`src/rtl/pwm_multi_if.sv`:
```
// pwm_multi_if: control/config bus and PWM outputs of pwm_multi
interface pwm_multi_if #(
    parameter int N_CH  = 4,
    parameter int WIDTH = 16
);
    logic                  enable;
    logic [WIDTH-1:0]      period;
    logic [N_CH*WIDTH-1:0] duty;
    logic                  center_mode;
    logic [N_CH-1:0]       polarity;
    logic                  load;
    logic                  load_ack;
    logic                  period_tick;
    logic [N_CH-1:0]       pwm_out;

    modport master (
        output enable, period, duty, center_mode, polarity, load,
        input  load_ack, period_tick, pwm_out
    );

    modport slave (
        input  enable, period, duty, center_mode, polarity, load,
        output load_ack, period_tick, pwm_out
    );
endinterface

```
`src/rtl/pwm_multi.sv`:
```
// pwm_multi: N-channel PWM with shared edge/center counter and double-buffered config
module pwm_multi #(
    parameter int N_CH  = 4,
    parameter int WIDTH = 16
) (
    input logic       clk,
    input logic       reset_n,
    pwm_multi_if.slave bus
);
    localparam logic [WIDTH-1:0] one = WIDTH'(1);

    logic [WIDTH-1:0]      stg_period, act_period, eff_period, cnt, cnt_n;
    logic [N_CH*WIDTH-1:0] stg_duty, act_duty, eff_duty;
    logic                  stg_center, act_center, eff_center;
    logic [N_CH-1:0]       stg_pol, act_pol, eff_pol, raw;
    logic                  load_pending, dir_down, dir_down_n;
    logic                  boundary, take_in, take_stg, apply;

    // Boundary detection and the configuration in force this cycle; at a boundary the
    // incoming set is used immediately so the first cycle of the period has no runt.
    always_comb begin
        boundary   = bus.enable && cnt == '0 && !dir_down;
        take_in    = boundary && bus.load;
        take_stg   = boundary && load_pending;
        apply      = take_in || take_stg;
        eff_period = take_in ? bus.period      : take_stg ? stg_period : act_period;
        eff_duty   = take_in ? bus.duty        : take_stg ? stg_duty   : act_duty;
        eff_center = take_in ? bus.center_mode : take_stg ? stg_center : act_center;
        eff_pol    = take_in ? bus.polarity    : take_stg ? stg_pol    : act_pol;
        raw        = '0;
        for (int i = 0; i < N_CH; i++)
            raw[i] = eff_period != '0 && cnt < eff_duty[i*WIDTH +: WIDTH];
    end

    // Next counter value: sawtooth in edge mode, up/down triangle in center mode
    always_comb begin
        cnt_n      = '0;
        dir_down_n = 1'b0;
        if (bus.enable && eff_period != '0) begin
            if (!eff_center) begin
                cnt_n = cnt >= eff_period - one ? '0 : cnt + one;
            end else if (!dir_down) begin
                dir_down_n = cnt >= eff_period - one;
                cnt_n      = dir_down_n ? cnt : cnt + one;
            end else begin
                dir_down_n = cnt != '0;
                cnt_n      = dir_down_n ? cnt - one : cnt;
            end
        end
    end

    // Staging capture and promotion of the staged set to active at a boundary
    always_ff @(posedge clk or negedge reset_n) begin
        if (!reset_n) begin
            stg_period   <= '0;
            stg_duty     <= '0;
            stg_center   <= 1'b0;
            stg_pol      <= '0;
            act_period   <= '0;
            act_duty     <= '0;
            act_center   <= 1'b0;
            act_pol      <= '0;
            load_pending <= 1'b0;
        end else begin
            if (bus.load) begin
                stg_period <= bus.period;
                stg_duty   <= bus.duty;
                stg_center <= bus.center_mode;
                stg_pol    <= bus.polarity;
            end
            if (apply) begin
                act_period <= eff_period;
                act_duty   <= eff_duty;
                act_center <= eff_center;
                act_pol    <= eff_pol;
            end
            load_pending <= !boundary && (load_pending || bus.load);
        end
    end

    // Shared period counter and direction
    always_ff @(posedge clk or negedge reset_n) begin
        if (!reset_n) begin
            cnt      <= '0;
            dir_down <= 1'b0;
        end else begin
            cnt      <= cnt_n;
            dir_down <= dir_down_n;
        end
    end

    // Registered outputs: polarity-adjusted PWM, period tick and load acknowledge
    always_ff @(posedge clk or negedge reset_n) begin
        if (!reset_n) begin
            bus.pwm_out     <= '0;
            bus.period_tick <= 1'b0;
            bus.load_ack    <= 1'b0;
        end else begin
            bus.pwm_out     <= bus.enable ? raw ^ eff_pol : act_pol;
            bus.period_tick <= boundary && eff_period != '0;
            bus.load_ack    <= apply;
        end
    end
endmodule

```
`src/flat_wrapper.sv`:
```
// flat-port wrapper written by rule: the top's interface ports become plain ports
module pwm_multi_flat 
#(
    parameter int N_CH  = 4,
    parameter int WIDTH = 16
)
  (clk, reset_n, bus_enable, bus_period, bus_duty, bus_center_mode, bus_polarity, bus_load, bus_load_ack, bus_period_tick, bus_pwm_out);
  pwm_multi_if #(.N_CH(N_CH), .WIDTH(WIDTH)) bus_i ();
  input logic clk;
  input logic reset_n;
  input wire logic [$bits(bus_i.enable)-1:0] bus_enable;
  input wire logic [$bits(bus_i.period)-1:0] bus_period;
  input wire logic [$bits(bus_i.duty)-1:0] bus_duty;
  input wire logic [$bits(bus_i.center_mode)-1:0] bus_center_mode;
  input wire logic [$bits(bus_i.polarity)-1:0] bus_polarity;
  input wire logic [$bits(bus_i.load)-1:0] bus_load;
  output wire logic [$bits(bus_i.load_ack)-1:0] bus_load_ack;
  output wire logic [$bits(bus_i.period_tick)-1:0] bus_period_tick;
  output wire logic [$bits(bus_i.pwm_out)-1:0] bus_pwm_out;
  assign bus_i.enable = bus_enable;
  assign bus_i.period = bus_period;
  assign bus_i.duty = bus_duty;
  assign bus_i.center_mode = bus_center_mode;
  assign bus_i.polarity = bus_polarity;
  assign bus_i.load = bus_load;
  assign bus_load_ack = bus_i.load_ack;
  assign bus_period_tick = bus_i.period_tick;
  assign bus_pwm_out = bus_i.pwm_out;
  pwm_multi #(.N_CH(N_CH), .WIDTH(WIDTH)) u_core (.clk(clk), .reset_n(reset_n), .bus(bus_i));
endmodule
```
`config.mk`:
```
export PLATFORM = sky130hd
export DESIGN_NAME = pwm_multi_flat
export DESIGN_NICKNAME = d
export VERILOG_FILES = /design/src/rtl/pwm_multi_if.sv /design/src/rtl/pwm_multi.sv /design/src/flat_wrapper.sv
export SDC_FILE = /design/constraint.sdc
export NUM_CORES = 1
export LEC_CHECK = 0
export CORE_UTILIZATION = 36
export CTS_BUF_LIST = sky130_fd_sc_hd__clkbuf_16
export DETAILED_ROUTE_END_ITERATION = 8
export GPL_ROUTABILITY_DRIVEN = 0
export SYNTH_ARGS = -nofsm -noshare
export SYNTH_HDL_FRONTEND = slang
export SYNTH_SLANG_ARGS = --single-unit
```
`constraint.sdc`:
```
create_clock -name clk -period 6.97 [get_ports clk]
set_input_delay 1.7425 -clock clk [delete_from_list [all_inputs] [get_ports clk]]
set_output_delay 1.7425 -clock clk [all_outputs]
set_load 0.01 [all_outputs]
```
==> results.toml, run 1 <==
[cts]
postCtsSetupRepairBufs = 0
hold_buffers = 0
h-tree-depth = 4
clockRootBuffer = "clkbuf_16"
worstSkewPairLatency_ns = 0.44
clock-sinks = 194
cts_buffer_depth = 2
cts_resized = 0
cts_tree = "yes"
cts_buffers = 17
cts.clk_slew.worst_paths_ns = 0.07

[routing]
vias = 9500
wl_per_cell_um = 18.7
drt_first_pass_iters = 5
drtIter0Drc = 680
wl_mm = 31.5
vias_per_cell = 5.65
route.detailed.drc = 0
ant_nets = 0

[synth]
synth-main-ff-cell = "dfrtp_1"
synth.avg_cell_area_um2 = 9.99
synth_top_cell_area_share = 0.415
syn_inst = 1172
synthTopCellsByCount = "dfrtp_1 (194), a21oi_1 (97), nand3_1 (91)"
syn-cell-area_um2 = 11700
postSynth.asyncResetShare = 1.00
yosysSeqAreaShare = 0.415
synth_largest_area_cell = "dfrtp_1"
syn-num-nets = 1341
synth.top_cells.by_area = "dfrtp_1 (41%), ha_1 (8.5%), mux2_2 (8.0%)"
synth_most_common_cell = "dfrtp_1"
yosysWarningCount = 0
synth_edf_count = 0
yosysUniqueCellTypes = 67
synth-seq-cells = 194

[final_layout]
stdcell_count = 1680
drive_above_1_share = 0.137
area_growth_pct = 16.5
fin_nets = 1401
diodes = 0
final_core_util = 0.429

[global_route]
grt_pass1_wl_mm = 51.5
grt_max_degree = 102
grt_antenna_before_repair = 0
grtUsageTotal = 0.195
grt_overflow = 0
grt_pass1_vias = 9443

[placed_design]
io_buffers = 94
pre_cts_slack_ns = 0.513
dp_hpwl_mm = 21.1
dp_cells = 1648

[critical_path]
critPathCaptureType = "register"
criticalPathCategory = "in2reg"
worstPathMaxFanout = 17
arrival_ns = 6.39
cp-start-kind = "input port"
required_ns = 7.32
reg2regPathDepth = 19

[sta]
setup_viol = 0
fin_worst_skew_ns = 0.0159
grt_setup_unrepaired = "false"
tightest_slew_ns = 0.829
fmax_ghz = 0.166
relSlewSlack = 0.447
post-route-min-period_ns = 6.04
tns_ns = 0
slew_viol_final = 0
min_period_over_period = 0.867
finalHoldViolations = 0
finalWorstSetupSlack_ns = 0.929

[power]
vdd_drop_max_v = 0.000174
p_per_area_nw_per_um2 = 343
leakagePower_uw = 0.00597

[die]
io_pins = 95
core_area_um2 = 31800
rows = 65
dieArea_um2 = 33200
start_util = 0.368
die_w_um = 182
die_height_um = 182

[run_status]
outcome = "complete, no violations"

[flow_run]
maxCapViolCount = 0

[worst_hold_path]
min_path_type = "reg2reg"
hold_depth = 1
[worst paths after layout]
kind	from	endpoint	slack [ns]
max in group asynchronous	reset_n	u_core.act_duty[17]	4.39
worst max register to register	u_core.cnt[0]	u_core.cnt[13]	1.07
worst max-delay path	bus_enable	u_core.cnt[13]	0.93
worst min register to register	u_core.stg_duty[29]	u_core.stg_duty[29]	0.51
min in group asynchronous	reset_n	u_core.stg_duty[27]	1.40
worst min-delay path	u_core.stg_duty[29]	u_core.stg_duty[29]	0.51
[where the power goes]
part	switching, uW	internal (uW)	total [uW]	leakage [uW]
clock network	468	498	966	0.000278
registers	271	1460	1730	0.00231
logic	1080	894	1980	0.00338
total	1820	2850	4670	0.00597
[sequential cells by signal, indices dropped and copies added (netlist names)]
| register | cells |
|---|---|
| u_core.act_center | 1 |
| u_core.act_duty | 64 |
| u_core.act_period | 16 |
| u_core.act_pol | 4 |
| u_core.bus.load_ack | 1 |
| u_core.bus.period_tick | 1 |
| u_core.bus.pwm_out | 4 |
| u_core.cnt | 16 |
| u_core.dir_down | 1 |
| u_core.load_pending | 1 |
| u_core.stg_center | 1 |
| u_core.stg_duty | 64 |
| u_core.stg_period | 16 |
| u_core.stg_pol | 4 |
[critical path, cell delays in order]
cell and delay (ns):
clkdlybuf4s50_1 0.42, nor2b_1 0.13, buf_4 0.20, and3_2 0.27, a221oi_1 0.35, ha_1 0.25, nor4b_4 0.28, nand4_2 0.21
nor4_1 0.38, xnor2_1 0.17, ha_1 0.27, and4_1 0.21, a221oi_1 0.28, o31ai_1 0.16, nand2_1 0.17, buf_4 0.21
or4bb_1 0.49, a31oi_1 0.17
[cells in the final DEF, fill, tap and decap left out, types with 12 or more instances in the layout]
cell type and count:
a21oi_1 97, xnor2_1 12, clkdlybuf4s50_1 92, nand3_1 91, nor2_1 31, a21o_1 23
a31oi_1 38, nand2b_1 74, o21ai_0 27, nand4_1 24, a221oi_1 13, mux2_2 83
buf_4 27, clkbuf_16 17, a221o_1 60, nand2_1 22, ha_1 80, dfrtp_1 193
inv_1 84
[per-layer routing]
layer	vias to the layer above	wire length [um]	global-route usage
met5	-	0	0
met3	34	1370	0.0313
met2	239	14900	0.317
met4	0	515	0.0551
met1	4744	14700	0.268
li1	4483	-	-
[per-stage QoR]
step | hold WS (ns) | power, uW | area, um^2
6_report | 0.508 | 4670 | 13600
3_5_place_dp | 0.496 | 3710 | 13100
5_1_grt | 0.522 | 5040 | 13600
2_1_floorplan | 0.465 | 3120 | 11700
3_3_place_gp | 0.489 | 3660 | 13100
4_1_cts | 0.513 | 4710 | 13600
[kinds of logic (layout without fill, tap and decap cells)]
kind of cell / after synthesis / count (layout) / share of synthesized area
and+or+nand+nor: 323 / 323 / 0.162
AOI/OAI and AO/OA: 314 / 314 / 0.190
DFF: 194 / 194 / 0.415
buffers and inverters: 162 / 235 / 0.0552
muxes: 84 / 84 / 0.0807
adders and majority gates: 80 / 80 / 0.0855
xor gates and xnor gates: 15 / 15 / 0.0112
[final cells by class]
cell class / instances / area (um^2)
inverter: 82 / 308
clock buffer: 17 / 425
tap: 435 / 544
timing repair buffer: 121 / 1150
multi-input combinational: 816 / 6220
fill: 3063 / 18200
clock inverter: 15 / 136
sequential: 194 / 4860
Note: power is estimated with default switching activity, not from simulation.
==> inputs of run 2 (changes only) <==
- CORE_MARGIN: not set -> 2
==> run 2 against run 1 <==
Effect of this change: non-clock buffer count is 1 higher; critical path depth unchanged; sequential power about the same; critical path type unchanged; largest cell class unchanged.
==> results.toml, run 2 (synthesized netlist as in run 1, its figures left out) <==
[final_layout]
reg_top3 = "u_core.act_duty (64), u_core.stg_duty (64)"
final_common_cell = "dfrtp_1"
fin_nets = 1402
area_growth_pct = 16.6
final_core_util = 0.423
final_cell_mix = "dfrtp_1 (193), a21oi_1 (97), clkdlybuf4s50_1 (92), nand3_1 (91)"
drive_above_1_share = 0.139
diodes = 0

[cts]
cts.clk_slew.worst_paths_ns = 0.07
worstSkewPairLatency_ns = 0.44
clockRootBuffer = "clkbuf_16"
postCtsSetupRepairBufs = 0
cts_buffers = 17
clock-sinks = 194
cts_resized = 0
cts_buffer_depth = 2
cts_tree = "yes"
hold_buffers = 0
h-tree-depth = 4

[global_route]
grt_antenna_before_repair = 0
grtUsageTotal = 0.193
grt_pass1_vias = 9341
grt_pass1_wl_mm = 51.9
grt_max_degree = 93
grt_overflow = 0

[critical_path]
path_buf_inv = 3
cp-start-kind = "input port"
criticalPathCategory = "in2reg"
r2r_slack_ns = 0.98
reg2regPathDepth = 19
cp_slowest_cell = "or4bb_1"
arrival_ns = 6.45
reg2reg_from = "u_core.cnt[0]"
timing.rr.end = "u_core.cnt[13]"
crit_family = "simple AND/OR/NAND/NOR gates"
worstPathMaxFanout = 17
worstPathCellList = "clkdlybuf4s50_1 -> nor2b_1 -> buf_4 -> and3_2 -> a221oi_1 -> buf_4 -> ha_1 -> nor4b_4 -> nand4_2 -> nor4_1 -> xnor2_1 -> ha_1 -> and4_1 -> a221oi_1 -> o31ai_1 -> nand2_1 -> or4bb_1 -> a31oi_1"
critPathCaptureType = "register"
slowest_delay_ns = 0.54
required_ns = 7.32

[routing]
wl_mm = 32.1
vias_per_cell = 5.63
ant_nets = 0
vias = 9506
drt_first_pass_iters = 5
wl_per_cell_um = 19.0
drtIter0Drc = 1058
route.detailed.drc = 0

[power]
p_per_area_nw_per_um2 = 343
vdd_drop_max_v = 0.000189
leakagePower_uw = 0.00596

[die]
die_height_um = 184
io_pins = 95
start_util = 0.363
rows = 66
dieArea_um2 = 34000
die_w_um = 184
core_area_um2 = 32300

[sta]
slew_viol_final = 0
grt_setup_unrepaired = "false"
fmax_ghz = 0.164
post-route-min-period_ns = 6.10
min_period_over_period = 0.875
tns_ns = 0
relSlewSlack = 0.167
fin_worst_skew_ns = 0.0156
finalHoldViolations = 0
setup_viol = 0
tightest_slew_ns = 1.25
timing.hold.ws_ns = 0.510

[worst_hold_path]
holdPathEnd = "u_core.stg_duty[14]"
hold_depth = 1
min_from = "u_core.stg_duty[14]"
min_path_type = "reg2reg"

[placed_design]
io_buffers = 94
dp_hpwl_mm = 21.5

[run_status]
outcome = "complete, no violations"

[flow_run]
maxCapViolCount = 0
[run 2: cell count changes in the layout (fill, tap and decap cells not counted)]
| cell | delta |
|---|---|
| inv_1 | -1 |
| inv_6 | +1 |
| clkinv_4 | -3 |
| clkinv_1 | -1 |
| inv_8 | -1 |
| clkinv_2 | +2 |
| clkinvlp_4 | +3 |
| buf_4 | +1 |
[run 2: layout make-up]
type / count / area (um^2)
inverter: 82 / 308
timing repair buffer: 122 / 1160
sequential: 194 / 4860
clock buffer: 17 / 425
clock inverter: 15 / 133
multi-input combinational: 816 / 6220
tap: 442 / 553
fill: 3139 / 18600
[run 2: worst max path at each step]
| stage | start | endpoint | cells after the start | slack (ns) |
|---|---|---|---|---|
| after floorplan | bus_load | u_core.cnt[13] | 18 | 0.80 |
| after detailed placement | bus_enable | u_core.cnt[13] | 18 | 0.49 |
| after global routing | bus_enable | u_core.cnt[13] | 18 | 0.46 |
| final | bus_enable | u_core.cnt[13] | 18 | 0.87 |
| after CTS | bus_enable | u_core.cnt[13] | 18 | 0.94 |
| after global placement | bus_enable | u_core.cnt[13] | 18 | 0.55 |
[run 2: report_power, final]
group          total [uW]  switching, uW  internal (uW)
registers            1730            272           1460
logic                1990           1090            901
clock network         970            474            496
total                4690           1830           2850
[run 2: through the flow]
| stage | area [um^2] | instances | worst slack, ns | power (uW) |
|---|---|---|---|---|
| final | 13600 | 1688 | 0.869 | 4690 |
| after floorplan | 11700 | 1172 | 0.802 | 3120 |
| after global routing | 13600 | 1688 | 0.464 | 5060 |
| after detailed placement | 13100 | 1656 | 0.492 | 3720 |
| after CTS | 13600 | 1688 | 0.936 | 4710 |
| after global placement | 13100 | 1656 | 0.553 | 3670 |
[run 2: routing by layer]
layer | GRT usage | wire, um | up-vias
met5 | 0 | 0 | -
met4 | 0.0550 | 652 | 0
met1 | 0.275 | 15400 | 4734
met2 | 0.305 | 14900 | 245
li1 | - | - | 4493
met3 | 0.0277 | 1210 | 34
